### config.mk
export PLATFORM = sky130hd
export DESIGN_NAME = sm3_madd_pipe_flat
export DESIGN_NICKNAME = d
export VERILOG_FILES = /design/src/rtl/sm3_pkg.sv /design/src/rtl/sm3_madd_pipe_if.sv /design/src/rtl/sm3_csa_tree.sv /design/src/rtl/sm3_madd_pipe.sv /design/src/flat_wrapper.sv
export SDC_FILE = /design/constraint.sdc
export NUM_CORES = 1
export LEC_CHECK = 0
export BUFFER_PORTS_ARGS = -buffer_cell sky130_fd_sc_hd__buf_2
export CORE_MARGIN = 3
export CORE_UTILIZATION = 40
export CTS_CLUSTER_SIZE = 10
export DETAILED_ROUTE_END_ITERATION = 7
export PLACE_DENSITY_LB_ADDON = 0.15
export SLEW_MARGIN = 20
export SYNTH_ARGS = -nofsm -noshare
export SYNTH_HDL_FRONTEND = slang
export SYNTH_HIERARCHICAL = 1
export SYNTH_SLANG_ARGS = --single-unit
export TNS_END_PERCENT = 100
### constraint.sdc
create_clock -name clk -period 2.2 [get_ports clk]
set_input_delay 0.33 -clock clk [delete_from_list [all_inputs] [get_ports clk]]
set_output_delay 0.33 -clock clk [all_outputs]
set_load 0.005 [all_outputs]
### src/rtl/sm3_pkg.sv
// Shared constants and the 3:2 carry-save helper for the SM3 multi-operand adder.
package sm3_pkg;

    localparam int unsigned SM3_WORD_W = 32;
    localparam int unsigned MAX_W      = 64;

    // SM3 initial hash value; index 0 is the first word.
    localparam logic [7:0][31:0] SM3_IV = {
        32'hB0FB0E4E, 32'hE38DEE4D, 32'h163138AA, 32'hA96F30BC,
        32'hDA8A0600, 32'h172442D7, 32'h4914B2B9, 32'h7380166F
    };

    typedef struct packed {
        logic [MAX_W-1:0] sum;
        logic [MAX_W-1:0] carry;
    } csa_pair_t;

    function automatic csa_pair_t csa3(input logic [MAX_W-1:0] a,
                                       input logic [MAX_W-1:0] b,
                                       input logic [MAX_W-1:0] c);
        csa_pair_t r;
        r.sum   = a ^ b ^ c;
        r.carry = ((a & b) | (a & c) | (b & c)) << 1;
        return r;
    endfunction

endpackage

### src/rtl/sm3_madd_pipe_if.sv
// Operand-bundle / result handshake bundle for sm3_madd_pipe.
interface sm3_madd_pipe_if
    import sm3_pkg::*;
#(
    parameter int unsigned WIDTH = SM3_WORD_W,
    parameter int unsigned N_OPS = 4
) ();

    logic                   in_valid;
    logic                   in_ready;
    logic [N_OPS*WIDTH-1:0] in_ops;
    logic [N_OPS-1:0]       in_mask;
    logic                   out_valid;
    logic                   out_ready;
    logic [WIDTH-1:0]       out_sum;

    modport master (
        output in_valid, in_ops, in_mask, out_ready,
        input  in_ready, out_valid, out_sum
    );

    modport slave (
        input  in_valid, in_ops, in_mask, out_ready,
        output in_ready, out_valid, out_sum
    );

endinterface

### src/rtl/sm3_csa_tree.sv
// Combinational 3:2 carry-save reduction of N_OPS words down to a (sum, carry) pair.
module sm3_csa_tree
    import sm3_pkg::*;
#(
    parameter int unsigned WIDTH = SM3_WORD_W,
    parameter int unsigned N_OPS = 4
) (
    input  logic [N_OPS*WIDTH-1:0] ops,
    output logic [WIDTH-1:0]       sum,
    output logic [WIDTH-1:0]       carry
);

    // 8 -> 6 -> 4 -> 3 -> 2: four levels cover N_OPS <= 8; once two words remain, levels pass through.
    localparam int NLvl = 4;

    logic [WIDTH-1:0] cur [N_OPS];
    logic [WIDTH-1:0] nxt [N_OPS];
    csa_pair_t        pair;
    int               cnt;
    int               grp;
    logic             unused_pair;

    always_comb begin
        pair = '0;
        cnt  = N_OPS;
        grp  = 0;
        for (int k = 0; k < N_OPS; k++) begin
            cur[k] = ops[k*WIDTH +: WIDTH];
            nxt[k] = '0;
        end
        for (int l = 0; l < NLvl; l++) begin
            grp = cnt / 3;
            for (int k = 0; k < N_OPS; k++) begin
                nxt[k] = '0;
            end
            for (int g = 0; g < N_OPS / 3; g++) begin
                if (g < grp) begin
                    pair = csa3(MAX_W'(cur[3*g]), MAX_W'(cur[3*g+1]), MAX_W'(cur[3*g+2]));
                    nxt[2*g]   = pair.sum[WIDTH-1:0];
                    nxt[2*g+1] = pair.carry[WIDTH-1:0];
                end
            end
            // Words left over from the last incomplete group of three ride to the next level.
            for (int r = 0; r < 2; r++) begin
                if (r < cnt % 3) begin
                    nxt[2*grp + r] = cur[3*grp + r];
                end
            end
            cur = nxt;
            cnt = 2 * grp + cnt % 3;
        end
        sum   = cur[0];
        carry = cur[1];
    end

    // Carries beyond WIDTH-1 are discarded by design.
    assign unused_pair = ^pair;

endmodule

### src/rtl/sm3_madd_pipe.sv
// Two-stage masked multi-operand adder mod 2^WIDTH: CSA reduction, then carry-propagate add.
module sm3_madd_pipe
    import sm3_pkg::*;
#(
    parameter int unsigned WIDTH = SM3_WORD_W,
    parameter int unsigned N_OPS = 4
) (
    input  logic          clk,
    input  logic          rst_n,
    input  logic          flush,
    sm3_madd_pipe_if.slave bus
);

    logic [N_OPS*WIDTH-1:0] masked_ops;
    logic [WIDTH-1:0]       tree_sum;
    logic [WIDTH-1:0]       tree_carry;
    logic [WIDTH-1:0]       s1_sum;
    logic [WIDTH-1:0]       s1_carry;
    logic                   s1_valid;
    logic [WIDTH-1:0]       out_sum;
    logic                   out_valid;
    logic                   s1_adv;
    logic                   s2_adv;

    always_comb begin
        masked_ops = '0;
        for (int k = 0; k < N_OPS; k++) begin
            masked_ops[k*WIDTH +: WIDTH] = bus.in_mask[k] ? bus.in_ops[k*WIDTH +: WIDTH] : '0;
        end
    end

    sm3_csa_tree #(
        .WIDTH (WIDTH),
        .N_OPS (N_OPS)
    ) u_tree (
        .ops   (masked_ops),
        .sum   (tree_sum),
        .carry (tree_carry)
    );

    // Ready ripples back combinationally so a full pipe can drain and refill in one cycle.
    assign s2_adv       = !out_valid || bus.out_ready;
    assign s1_adv       = !s1_valid || s2_adv;
    assign bus.in_ready = s1_adv;

    always_ff @(posedge clk or negedge rst_n) begin
        if (!rst_n) begin
            s1_valid  <= 1'b0;
            out_valid <= 1'b0;
        end else if (flush) begin
            s1_valid  <= 1'b0;
            out_valid <= 1'b0;
        end else begin
            if (s1_adv) begin
                s1_valid <= bus.in_valid;
            end
            if (s2_adv) begin
                out_valid <= s1_valid;
            end
        end
    end

    // Data registers ignore flush: their contents are meaningless once valid is cleared.
    always_ff @(posedge clk or negedge rst_n) begin
        if (!rst_n) begin
            s1_sum   <= '0;
            s1_carry <= '0;
            out_sum  <= '0;
        end else begin
            if (s1_adv && bus.in_valid) begin
                s1_sum   <= tree_sum;
                s1_carry <= tree_carry;
            end
            if (s2_adv && s1_valid) begin
                out_sum <= s1_sum + s1_carry;
            end
        end
    end

    assign bus.out_valid = out_valid;
    assign bus.out_sum   = out_sum;

endmodule

### src/flat_wrapper.sv
// flat-port wrapper written by rule: the top's interface ports become plain ports
module sm3_madd_pipe_flat import sm3_pkg::*;
#(
    parameter int unsigned WIDTH = SM3_WORD_W,
    parameter int unsigned N_OPS = 4
)
  (clk, rst_n, flush, bus_in_valid, bus_in_ops, bus_in_mask, bus_out_ready, bus_in_ready, bus_out_valid, bus_out_sum);
  sm3_madd_pipe_if #(.WIDTH(WIDTH), .N_OPS(N_OPS)) bus_i ();
  input  logic clk;
  input  logic rst_n;
  input  logic flush;
  input wire logic [$bits(bus_i.in_valid)-1:0] bus_in_valid;
  input wire logic [$bits(bus_i.in_ops)-1:0] bus_in_ops;
  input wire logic [$bits(bus_i.in_mask)-1:0] bus_in_mask;
  input wire logic [$bits(bus_i.out_ready)-1:0] bus_out_ready;
  output wire logic [$bits(bus_i.in_ready)-1:0] bus_in_ready;
  output wire logic [$bits(bus_i.out_valid)-1:0] bus_out_valid;
  output wire logic [$bits(bus_i.out_sum)-1:0] bus_out_sum;
  assign bus_i.in_valid = bus_in_valid;
  assign bus_i.in_ops = bus_in_ops;
  assign bus_i.in_mask = bus_in_mask;
  assign bus_i.out_ready = bus_out_ready;
  assign bus_in_ready = bus_i.in_ready;
  assign bus_out_valid = bus_i.out_valid;
  assign bus_out_sum = bus_i.out_sum;
  sm3_madd_pipe #(.WIDTH(WIDTH), .N_OPS(N_OPS)) u_core (.clk(clk), .rst_n(rst_n), .flush(flush), .bus(bus_i));
endmodule
==> results.sh, run 1 <==
export IMPL_outcome="complete, but fails checks"
export IMPL_violations="setup timing"
export IMPL_setup_viol=15
export IMPL_synth_cells=699
export IMPL_grt_first_pass_wirelength_um=31750
export IMPL_wl_um=19430
export IMPL_synth_ff_latch_count=98
export IMPL_critPathKind="reg -> reg"
export IMPL_synth_simple_area_share_pct=18.09
export IMPL_synth_top_area_cell="dfrtp_1"
export IMPL_place_area_mm2=0.009101
export IMPL_cts_buffers_inserted=9
export IMPL_setup_tns_ps=-1494
export IMPL_synth_compound_area_share_pct=10.29
export IMPL_ys_top_cells_by_area="dfrtp_1, fa_1, and2_1"
export IMPL_synth_avg_cell_area_um2=10.61
export IMPL_root_buffer="clkbuf_16"
export IMPL_antennaDiodeCount=0
export IMPL_synthFlopType="dfrtp_1"
export IMPL_layout_drive_gt1_share_pct=40.60
export IMPL_syn_nets=930
export IMPL_syn_cell_area_mm2=0.007415
export IMPL_via_per_inst=5.044
export IMPL_power_mw=8.600
export IMPL_area_delta_synth_final_pct=30.31
export IMPL_initial_core_util_pct=41.00
export IMPL_die_y_um=142.2
export IMPL_die_w_um=142.2
export IMPL_fp_coreArea_mm2=0.01809
export IMPL_grt_use_total_pct=19.69
export IMPL_wl_per_cell_um=16.68
export IMPL_grt_start_max_net_pins=99
export IMPL_synth_edf_count=0
export IMPL_cp_start_kind="flop"
export IMPL_critPathArrivalTime_ps=2630
export IMPL_hold_viol=0
export IMPL_rsz0062_at_grt="true"
export IMPL_yosys_warnings=6
export IMPL_antenna_found_initial=0
export IMPL_fin_skew_ps=8.469
export IMPL_ys_types=52
export IMPL_worst_slack_ps=-186.4
export IMPL_rows=49
export IMPL_irDropWorstVdd_mv=0.3934
export IMPL_yosysMostFrequentCell="and2_1"
export IMPL_fin_area_mm2=0.009662
export IMPL_cts_tree="built"
export IMPL_clk_latency_ps=350
export IMPL_path_clk_slew_ps=70
export IMPL_place_inst=1139
export IMPL_dp_slack_ps=-300.1
export IMPL_tightest_slew_ps=593.0
export IMPL_htreeDepth=3
export IMPL_multiInputGateArea_mm2=0.005022
export IMPL_powerDensity_mw_per_mm2=890.1
export IMPL_hold_class="in -> async"
export IMPL_synth_top_family_by_area="adder cells"
export IMPL_total_leakage_power_nw=4.701
export IMPL_layout_nets=1162
export IMPL_io_buffers=170
export IMPL_synth_xor_area_share_pct=3.847
export IMPL_end_kind="flop"
export IMPL_clkSinkCount=98
export IMPL_period_needed_ps=2386
export IMPL_drc_errors=0
export IMPL_max_freq_mhz=419.0
export IMPL_cts_hold_buf=0
export IMPL_worst_ep_required_time_ps=2440
export IMPL_gr_total_overflow=0
export IMPL_fin_util_pct=53.42
export IMPL_drt_initial_drc_count=215
export IMPL_hpwl_um=15250
export IMPL_io_pins=171
export IMPL_seq_area_frac_synth_pct=33.07
export IMPL_dr_pass1_iters=4
export IMPL_async_reset_ff_share_pct=100.0
export IMPL_regArea_mm2=0.002452
export IMPL_die_area_mm2=0.02021
export IMPL_synth_mux_area_share_pct=10.31
export IMPL_cap_violations=0
export IMPL_maxSlewHeadroom_pct=60.47
export IMPL_finalCritPeriodShare_pct=108.5
export IMPL_place_gp_congestion=0.8545
export IMPL_netlist_area_leader_share_pct=33.07
export IMPL_cts_path_max_buffers=2
export IMPL_antenna_left=0
export IMPL_fin_cells=1165
export IMPL_critPathMaxFanout=5
export IMPL_synthAdderAreaFrac_pct=22.14
export IMPL_fillCellCount=1640
export IMPL_synth_commonest_cells="and2_1, dfrtp_1, mux2_2"
export IMPL_drv_slew=0
export IMPL_vias=5876
export IMPL_hold_ws_ps=31.63
export IMPL_grt_pass1_vias=6279
[registers in the layout, indices dropped and copies added (netlist names)]
signal,flops
u_core/bus.out_valid,1
u_core/s1_valid,1
u_core/bus.out_sum,32
u_core/s1_sum,32
u_core/s1_carry,32
[path summary, 6_finish.rpt]
| kind | from | to | slack, ps | depth (start not counted) |
|---|---|---|---|---|
| min reg2reg | u_core/bus.out_sum[2]$_DFFE_PN0P_ | u_core/bus.out_sum[2]$_DFFE_PN0P_ | 480 | 2 |
| max | u_core/s1_sum[1]$_DFFE_PN0P_ | u_core/bus.out_sum[27]$_DFFE_PN0P_ | -190 | 10 |
| min in group clk | flush | u_core/bus.out_valid$_DFFE_PN0P_ | 140 | 2 |
| min | rst_n | u_core/s1_carry[6]$_DFFE_PN0P_ | 30 | 2 |
| max in group asynchronous | rst_n | u_core/s1_sum[20]$_DFFE_PN0P_ | 1770 | 2 |
| max reg2reg | u_core/s1_sum[1]$_DFFE_PN0P_ | u_core/bus.out_sum[27]$_DFFE_PN0P_ | -190 | 10 |
[kinds of logic after synthesis]
group | count (synthesis)
and+or+nand+nor | 244
xor gates and xnor gates | 31
DFF | 98
adders and majority gates | 94
buffers and inverters | 42
AOI/OAI and AO/OA | 121
other | 1
muxes | 68
[layout by cell type, fill, tap and decap left out, drive strengths merged, types with 3 or more instances in the layout]
master,instances
inv,8
fa,62
nand3,10
and2,130
o211ai,5
and3,5
dfrtp,98
xnor2,18
nand2b,5
buf,257
o21a,3
nor2b,4
and4,3
a21o,9
nor2,16
a211oi,4
a31oi,3
mux2,67
nand4,5
a21oi,32
o31ai,4
clkbuf,11
xor2,12
o21ai,46
ha,32
nor3,3
nand2,58
[per-layer routing]
layer	global-route usage (%)	wire, um
met1	27.76	9223
met2	32.60	9335
met3	2.285	652
met4	4.899	217
met5	0	0
[report_power, final]
group          total (mW)  leakage (nW)  internal, mW  switching (mW)
Combinational        4.26          3.33          2.17            2.10
Sequential           2.70          1.22          2.35           0.352
Clock                1.63         0.147         0.920           0.711
[worst max-delay path, stage by stage (launching register included)]
cell,delay (ps)
dfrtp_1,400
ha_1,300
a21oi_2,60
or3b_4,390
a41oi_4,230
a22o_4,200
a21oi_4,80
o41ai_4,240
buf_4,180
xnor2_1,110
o21ai_1,70
[layout make-up]
type                       count  area share, %
timing repair buffer         257          16.30
clock inverter                 5         0.6216
tap                          229          2.966
clock buffer                  11          2.512
multi-input combinational    559          51.98
sequential                    98          25.38
inverter                       6         0.2331
[what timing repair did]
action                     CTS  global route
buffers inserted             7             4
setup endpoints to repair   19            22
pin swaps                   22            21
gates cloned                 0             0
resized for setup           33            23
Power figures use the tool's default switching activity.
==> run 2: changes to the inputs <==
--- a/config.mk
+++ b/config.mk
@@ -6,6 +6,7 @@
 export NUM_CORES = 1
 export LEC_CHECK = 0
 export BUFFER_PORTS_ARGS = -buffer_cell sky130_fd_sc_hd__buf_2
+export CORE_ASPECT_RATIO = 0.75
 export CORE_MARGIN = 3
 export CORE_UTILIZATION = 40
 export CTS_CLUSTER_SIZE = 10
==> results.sh, run 2 (synthesis gave the netlist of run 1 again) <==
export IMPL_vias=5833
export IMPL_drv_slew=0
export IMPL_max_freq_mhz=432.4
export IMPL_irDropWorstVdd_mv=0.4294
export IMPL_via_per_inst=4.977
export IMPL_tightest_slew_ps=620.1
export IMPL_layout_common_cells="buf_2, and2_1, dfrtp_1, buf_4, mux2_2"
export IMPL_cts_buffers_inserted=9
export IMPL_layout_drive_gt1_share_pct=40.75
export IMPL_critPathKind="reg -> reg"
export IMPL_grt_pass1_vias=6068
export IMPL_cts_path_max_buffers=2
export IMPL_finalCritPeriodShare_pct=105.1
export IMPL_rows=42
export IMPL_critPathArrivalTime_ps=2550
export IMPL_fp_coreArea_mm2=0.01792
export IMPL_clk_latency_ps=350
export IMPL_hold_viol=0
export IMPL_end_kind="flop"
export IMPL_grt_use_total_pct=19.59
export IMPL_power_mw=8.527
export IMPL_layout_nets=1156
export IMPL_mostFrequentLayoutCell="buf_2"
export IMPL_powerDensity_mw_per_mm2=882.5
export IMPL_die_y_um=123.9
export IMPL_maxSlewHeadroom_pct=58.66
export IMPL_period_needed_ps=2313
export IMPL_cts_tree="built"
export IMPL_grt_first_pass_wirelength_um=31020
export IMPL_root_buffer="clkbuf_16"
export IMPL_total_leakage_power_nw=4.662
export IMPL_reg_top3="u_core/bus.out_sum x32, u_core/s1_carry x32, u_core/s1_sum x32"
export IMPL_outcome="complete, but fails checks"
export IMPL_dr_pass1_iters=4
export IMPL_htreeDepth=3
export IMPL_dp_slack_ps=-256.6
export IMPL_die_area_mm2=0.02022
export IMPL_die_w_um=163.2
export IMPL_setup_viol=13
export IMPL_worst_slack_ps=-112.7
export IMPL_path_clk_slew_ps=70
export IMPL_antenna_left=0
export IMPL_setup_tns_ps=-703.5
export IMPL_cp_start_kind="flop"
export IMPL_drt_initial_drc_count=149
export IMPL_antenna_found_initial=0
export IMPL_wl_um=19180
export IMPL_fillCellCount=1651
export IMPL_rsz0062_at_grt="true"
export IMPL_critPathMaxFanout=5
export IMPL_initial_core_util_pct=41.38
export IMPL_hpwl_um=15210
export IMPL_wl_per_cell_um=16.36
export IMPL_antennaDiodeCount=0
export IMPL_io_buffers=170
export IMPL_violations="setup timing"
export IMPL_grt_start_max_net_pins=65
export IMPL_fin_skew_ps=9.816
export IMPL_worst_ep_required_time_ps=2430
export IMPL_drc_errors=0
export IMPL_clkSinkCount=98
export IMPL_cap_violations=0
export IMPL_area_delta_synth_final_pct=30.32
export IMPL_hold_class="in -> reg"
export IMPL_io_pins=171
export IMPL_place_gp_congestion=0.8453
export IMPL_gr_total_overflow=0
run 2: routing by layer:
layer	GRT usage [%]	vias up	wire length, um
li1	-	2833	-
met1	28.37	2874	9273
met2	30.96	115	8850
met3	3.956	11	853
met4	3.645	0	201
met5	0	-	0
run 2: critical path: stages, from the launching register on:
cell and delay, ps:
dfrtp_1 410, ha_4 300, nand2_4 50, or3b_4 410, a41oi_4 210, a22o_4 240, a21oi_4 110, o41ai_4 240
xnor2_1 150, o21ai_1 70
run 2: path summary, 6_finish.rpt:
kind                                                        start                                  to  slack, ps  depth (start not counted)
worst max-delay path                 u_core/s1_sum[4]$_DFFE_PN0P_  u_core/bus.out_sum[27]$_DFFE_PN0P_       -110                          9
worst min-delay path                                        flush    u_core/bus.out_valid$_DFFE_PN0P_        140                          2
worst max register to register       u_core/s1_sum[4]$_DFFE_PN0P_  u_core/bus.out_sum[27]$_DFFE_PN0P_       -110                          9
worst min register to register  u_core/bus.out_sum[2]$_DFFE_PN0P_   u_core/bus.out_sum[2]$_DFFE_PN0P_        470                          2
max in group asynchronous                                   rst_n  u_core/bus.out_sum[13]$_DFFE_PN0P_       1220                          3
min in group asynchronous                                   rst_n      u_core/s1_carry[7]$_DFFE_PN0P_        430                          2
run 2: report_power, final:
group | internal [mW] | switching (mW)
combinational | 2.14 | 2.08
clock | 0.885 | 0.714
sequential | 2.35 | 0.359
total | 5.37 | 3.15
run 2: through the flow:
stage	cell area (um2)	cells	hold WS [ps]	utilization, %
final	9663	1172	144.6	53.92
after global routing	9663	1172	125.6	53.92
after CTS	9498	1169	128.4	53.00
after detailed placement	9042	1142	259.7	50.46
after global placement	9042	1142	261.7	50.46
after floorplan	7468	699	34.41	-
run 2: final cells by class:
type / instances / area (um2) / area share [%]
Clock inverter: 6 / 66.31 / 0.6863
Clock buffer: 10 / 229.0 / 2.370
Sequential cell: 98 / 2452 / 25.38
Tap cell: 242 / 302.8 / 3.133
Inverter: 6 / 22.52 / 0.2331
Multi-Input combinational cell: 559 / 5065 / 52.41
Timing Repair Buffer: 251 / 1525 / 15.78
run 2: repair_timing:
item / in CTS / in global routing
hold buffers: 1 / 0
setup buffers: 11 / 9
setup endpoints to repair: 21 / 23
gates resized for setup: 26 / 34
gates cloned: 0 / 0
hold endpoints to repair: 21 / 0
pin swaps: 18 / 16
==> run 3: changes to the inputs <==
--- a/config.mk
+++ b/config.mk
@@ -5,6 +5,7 @@
 export SDC_FILE = /design/constraint.sdc
 export NUM_CORES = 1
 export LEC_CHECK = 0
+export ABC_AREA = 1
 export BUFFER_PORTS_ARGS = -buffer_cell sky130_fd_sc_hd__buf_2
 export CORE_ASPECT_RATIO = 0.75
 export CORE_MARGIN = 3
==> results.sh, run 3 <==
export IMPL_yosysMostFrequentCell="nand2_1"
export IMPL_place_gp_congestion=0.8560
export IMPL_hold_ws_ps=146.5
export IMPL_cts_hold_buf=1
export IMPL_cp_start_kind="flop"
export IMPL_area_delta_synth_final_pct=18.70
export IMPL_period_needed_ps=2045
export IMPL_critPathKind="reg -> reg"
export IMPL_hold_path_end="u_core/s1_valid$_DFFE_PN0P_"
export IMPL_cts_buffers_inserted=9
export IMPL_htreeDepth=3
export IMPL_clk_latency_ps=360
export IMPL_drv_slew=0
export IMPL_antenna_left=0
export IMPL_reg_top3="u_core/bus.out_sum x32, u_core/s1_carry x32, u_core/s1_sum x32"
export IMPL_layout_common_cells="nand2_1, inv_1, buf_2, dfrtp_1, mux2_2"
export IMPL_cp_slowest_stage_delay_ps=390
export IMPL_fin_area_mm2=0.009862
export IMPL_max_freq_mhz=489.0
export IMPL_outcome="completed"
export IMPL_postCtsSetupBuffers=0
export IMPL_rows=44
export IMPL_hold_viol=0
export IMPL_fp_coreArea_mm2=0.01987
export IMPL_grt_first_pass_wirelength_um=33980
export IMPL_worst_ep_required_time_ps=2420
export IMPL_dr_pass1_iters=4
export IMPL_cp_common_cell="nand2_1"
export IMPL_grt_use_total_pct=19.16
export IMPL_synth_commonest_cells="nand2_1, inv_1, dfrtp_1"
export IMPL_cts_path_max_buffers=2
export IMPL_synth_top_area_cell="dfrtp_1"
export IMPL_r2r_end="u_core/bus.out_sum[16]$_DFFE_PN0P_"
export IMPL_holdCritStartpoint="flush"
export IMPL_synth_avg_cell_area_um2=7.594
export IMPL_cts_tree="built"
export IMPL_finalCritPeriodShare_pct=92.95
export IMPL_rsz0062_at_grt="false"
export IMPL_synth_edf_count=0
export IMPL_cts_resized=0
export IMPL_syn_nets=1325
export IMPL_crit_start="u_core/s1_sum[0]$_DFFE_PN0P_"
export IMPL_syn_cell_area_mm2=0.008308
export IMPL_grt_start_max_net_pins=65
export IMPL_fin_skew_ps=8.262
export IMPL_end_kind="flop"
export IMPL_layout_nets=1498
export IMPL_r2r_slack_ps=160
export IMPL_slowest_stage="dfrtp_1"
export IMPL_io_buffers=170
export IMPL_gr_total_overflow=0
export IMPL_setup_viol=0
export IMPL_power_mw=7.967
export IMPL_antennaDiodeCount=0
export IMPL_critPathArrivalTime_ps=2270
export IMPL_synth_cells=1094
export IMPL_root_buffer="clkbuf_16"
export IMPL_synthFlopType="dfrtp_1"
export IMPL_antenna_found_initial=0
export IMPL_yosys_warnings=6
export IMPL_ys_types=30
export IMPL_place_area_mm2=0.009564
export IMPL_hold_class="in -> reg"
export IMPL_via_per_inst=4.508
export IMPL_reg2reg_depth=10
export IMPL_netlist_area_leader_share_pct=29.52
export IMPL_cap_violations=0
export IMPL_wl_per_cell_um=13.47
export IMPL_async_reset_ff_share_pct=100.0
export IMPL_hold_path_depth=2
export IMPL_clkSinkCount=98
export IMPL_total_leakage_power_nw=6.185
export IMPL_die_w_um=172.4
export IMPL_io_pins=171
export IMPL_tightest_slew_ps=640.8
export IMPL_die_area_mm2=0.02255
export IMPL_irDropWorstVdd_mv=0.4627
export IMPL_drt_initial_drc_count=444
export IMPL_ys_top_cells_by_area="dfrtp_1, nand2_1, fa_1"
export IMPL_reg2reg_from="u_core/s1_sum[0]$_DFFE_PN0P_"
export IMPL_die_y_um=130.8
export IMPL_synth_ff_latch_count=98
export IMPL_layout_drive_gt1_share_pct=22.41
export IMPL_critPathMaxFanout=3
export IMPL_vias=6979
export IMPL_grt_pass1_vias=6663
export IMPL_seq_area_frac_synth_pct=29.52
export IMPL_mostFrequentLayoutCell="nand2_1"
export IMPL_drc_errors=0
export IMPL_maxSlewHeadroom_pct=57.02
export IMPL_powerDensity_mw_per_mm2=807.8
export IMPL_setup_tns_ps=0
export IMPL_crit_chain="ha_1 > fa_1 > nand3_1 > nand3_1 > nand2_1 > nand2_2 > nand2_1 > nand2_1 > xnor2_1 > o21ai_1"
export IMPL_hpwl_um=17290
export IMPL_initial_core_util_pct=41.80
export IMPL_path_clk_slew_ps=70
export IMPL_wl_um=20850
## run 3: logic make-up (layout without fill, tap and decap cells)
family	count (synthesis)	in the layout	synth area share [%]
XOR/XNOR	17	17	1.792
adder cells (fa/ha/maj)	94	94	19.76
AO/OA/AOI/OAI	42	42	2.651
buffers and inverters	270	448	12.88
AND/OR/NAND/NOR	508	508	24.68
other	1	1	0.04514
multiplexers	64	64	8.675
flip-flops	98	98	29.52
## run 3: worst max-delay path by stage
| stage | to | slack (ps) | cells past startpoint |
|---|---|---|---|
| after floorplan | u_core/s1_sum[10]$_DFFE_PN0P_ | 220 | 6 |
| after global placement | u_core/s1_sum[30]$_DFFE_PN0P_ | 40 | 7 |
| after detailed placement | u_core/s1_sum[30]$_DFFE_PN0P_ | 40 | 7 |
| after CTS | u_core/bus.out_sum[30]$_DFFE_PN0P_ | 170 | 11 |
| after global routing | u_core/bus.out_sum[31]$_DFFE_PN0P_ | 6 | 11 |
| final | u_core/bus.out_sum[16]$_DFFE_PN0P_ | 160 | 10 |
## run 3: power by group
part / leakage [nW] / switching, mW / internal (mW)
Combinational: 4.83 / 2.20 / 1.55
Sequential: 1.22 / 0.334 / 2.33
Clock: 0.137 / 0.737 / 0.812
Total: 6.19 / 3.27 / 4.70
## run 3: per-layer routing
metal / track usage, % / up-vias / share of wire [%]
li1: - / 3594 / -
met1: 32.24 / 3196 / 58
met2: 25.65 / 177 / 37
met3: 2.827 / 12 / 4.6
met4: 3.332 / 0 / 0.75
met5: 0 / - / 0
## run 3: worst max-delay path: cells and delay by family (launching register included)
| kind | cells | cell delay, ps |
|---|---|---|
| adders and majority gates | 2 | 610 |
| DFF | 1 | 390 |
| AOI/OAI and AO/OA | 1 | 100 |
| xor gates and xnor gates | 1 | 280 |
| and+or+nand+nor | 6 | 540 |
## run 3: area by class of cell
type / instances / area (um2)
Clock buffer: 10 / 239.0
Tap cell: 276 / 345.3
Fill cell: 2024 / 10010
Multi-Input combinational cell: 726 / 4786
Clock inverter: 6 / 48.80
Timing Repair Buffer: 187 / 1071
Sequential cell: 98 / 2452
Inverter: 245 / 919.6
## run 3: stage by stage
stage	util, %	setup WS [ps]	std cells
after global placement	48.12	44.75	1531
after CTS	49.62	172.3	1548
after detailed placement	48.12	35.26	1531
after global routing	49.62	6.199	1548
after floorplan	-	222.1	1094
final	49.62	155.1	1548
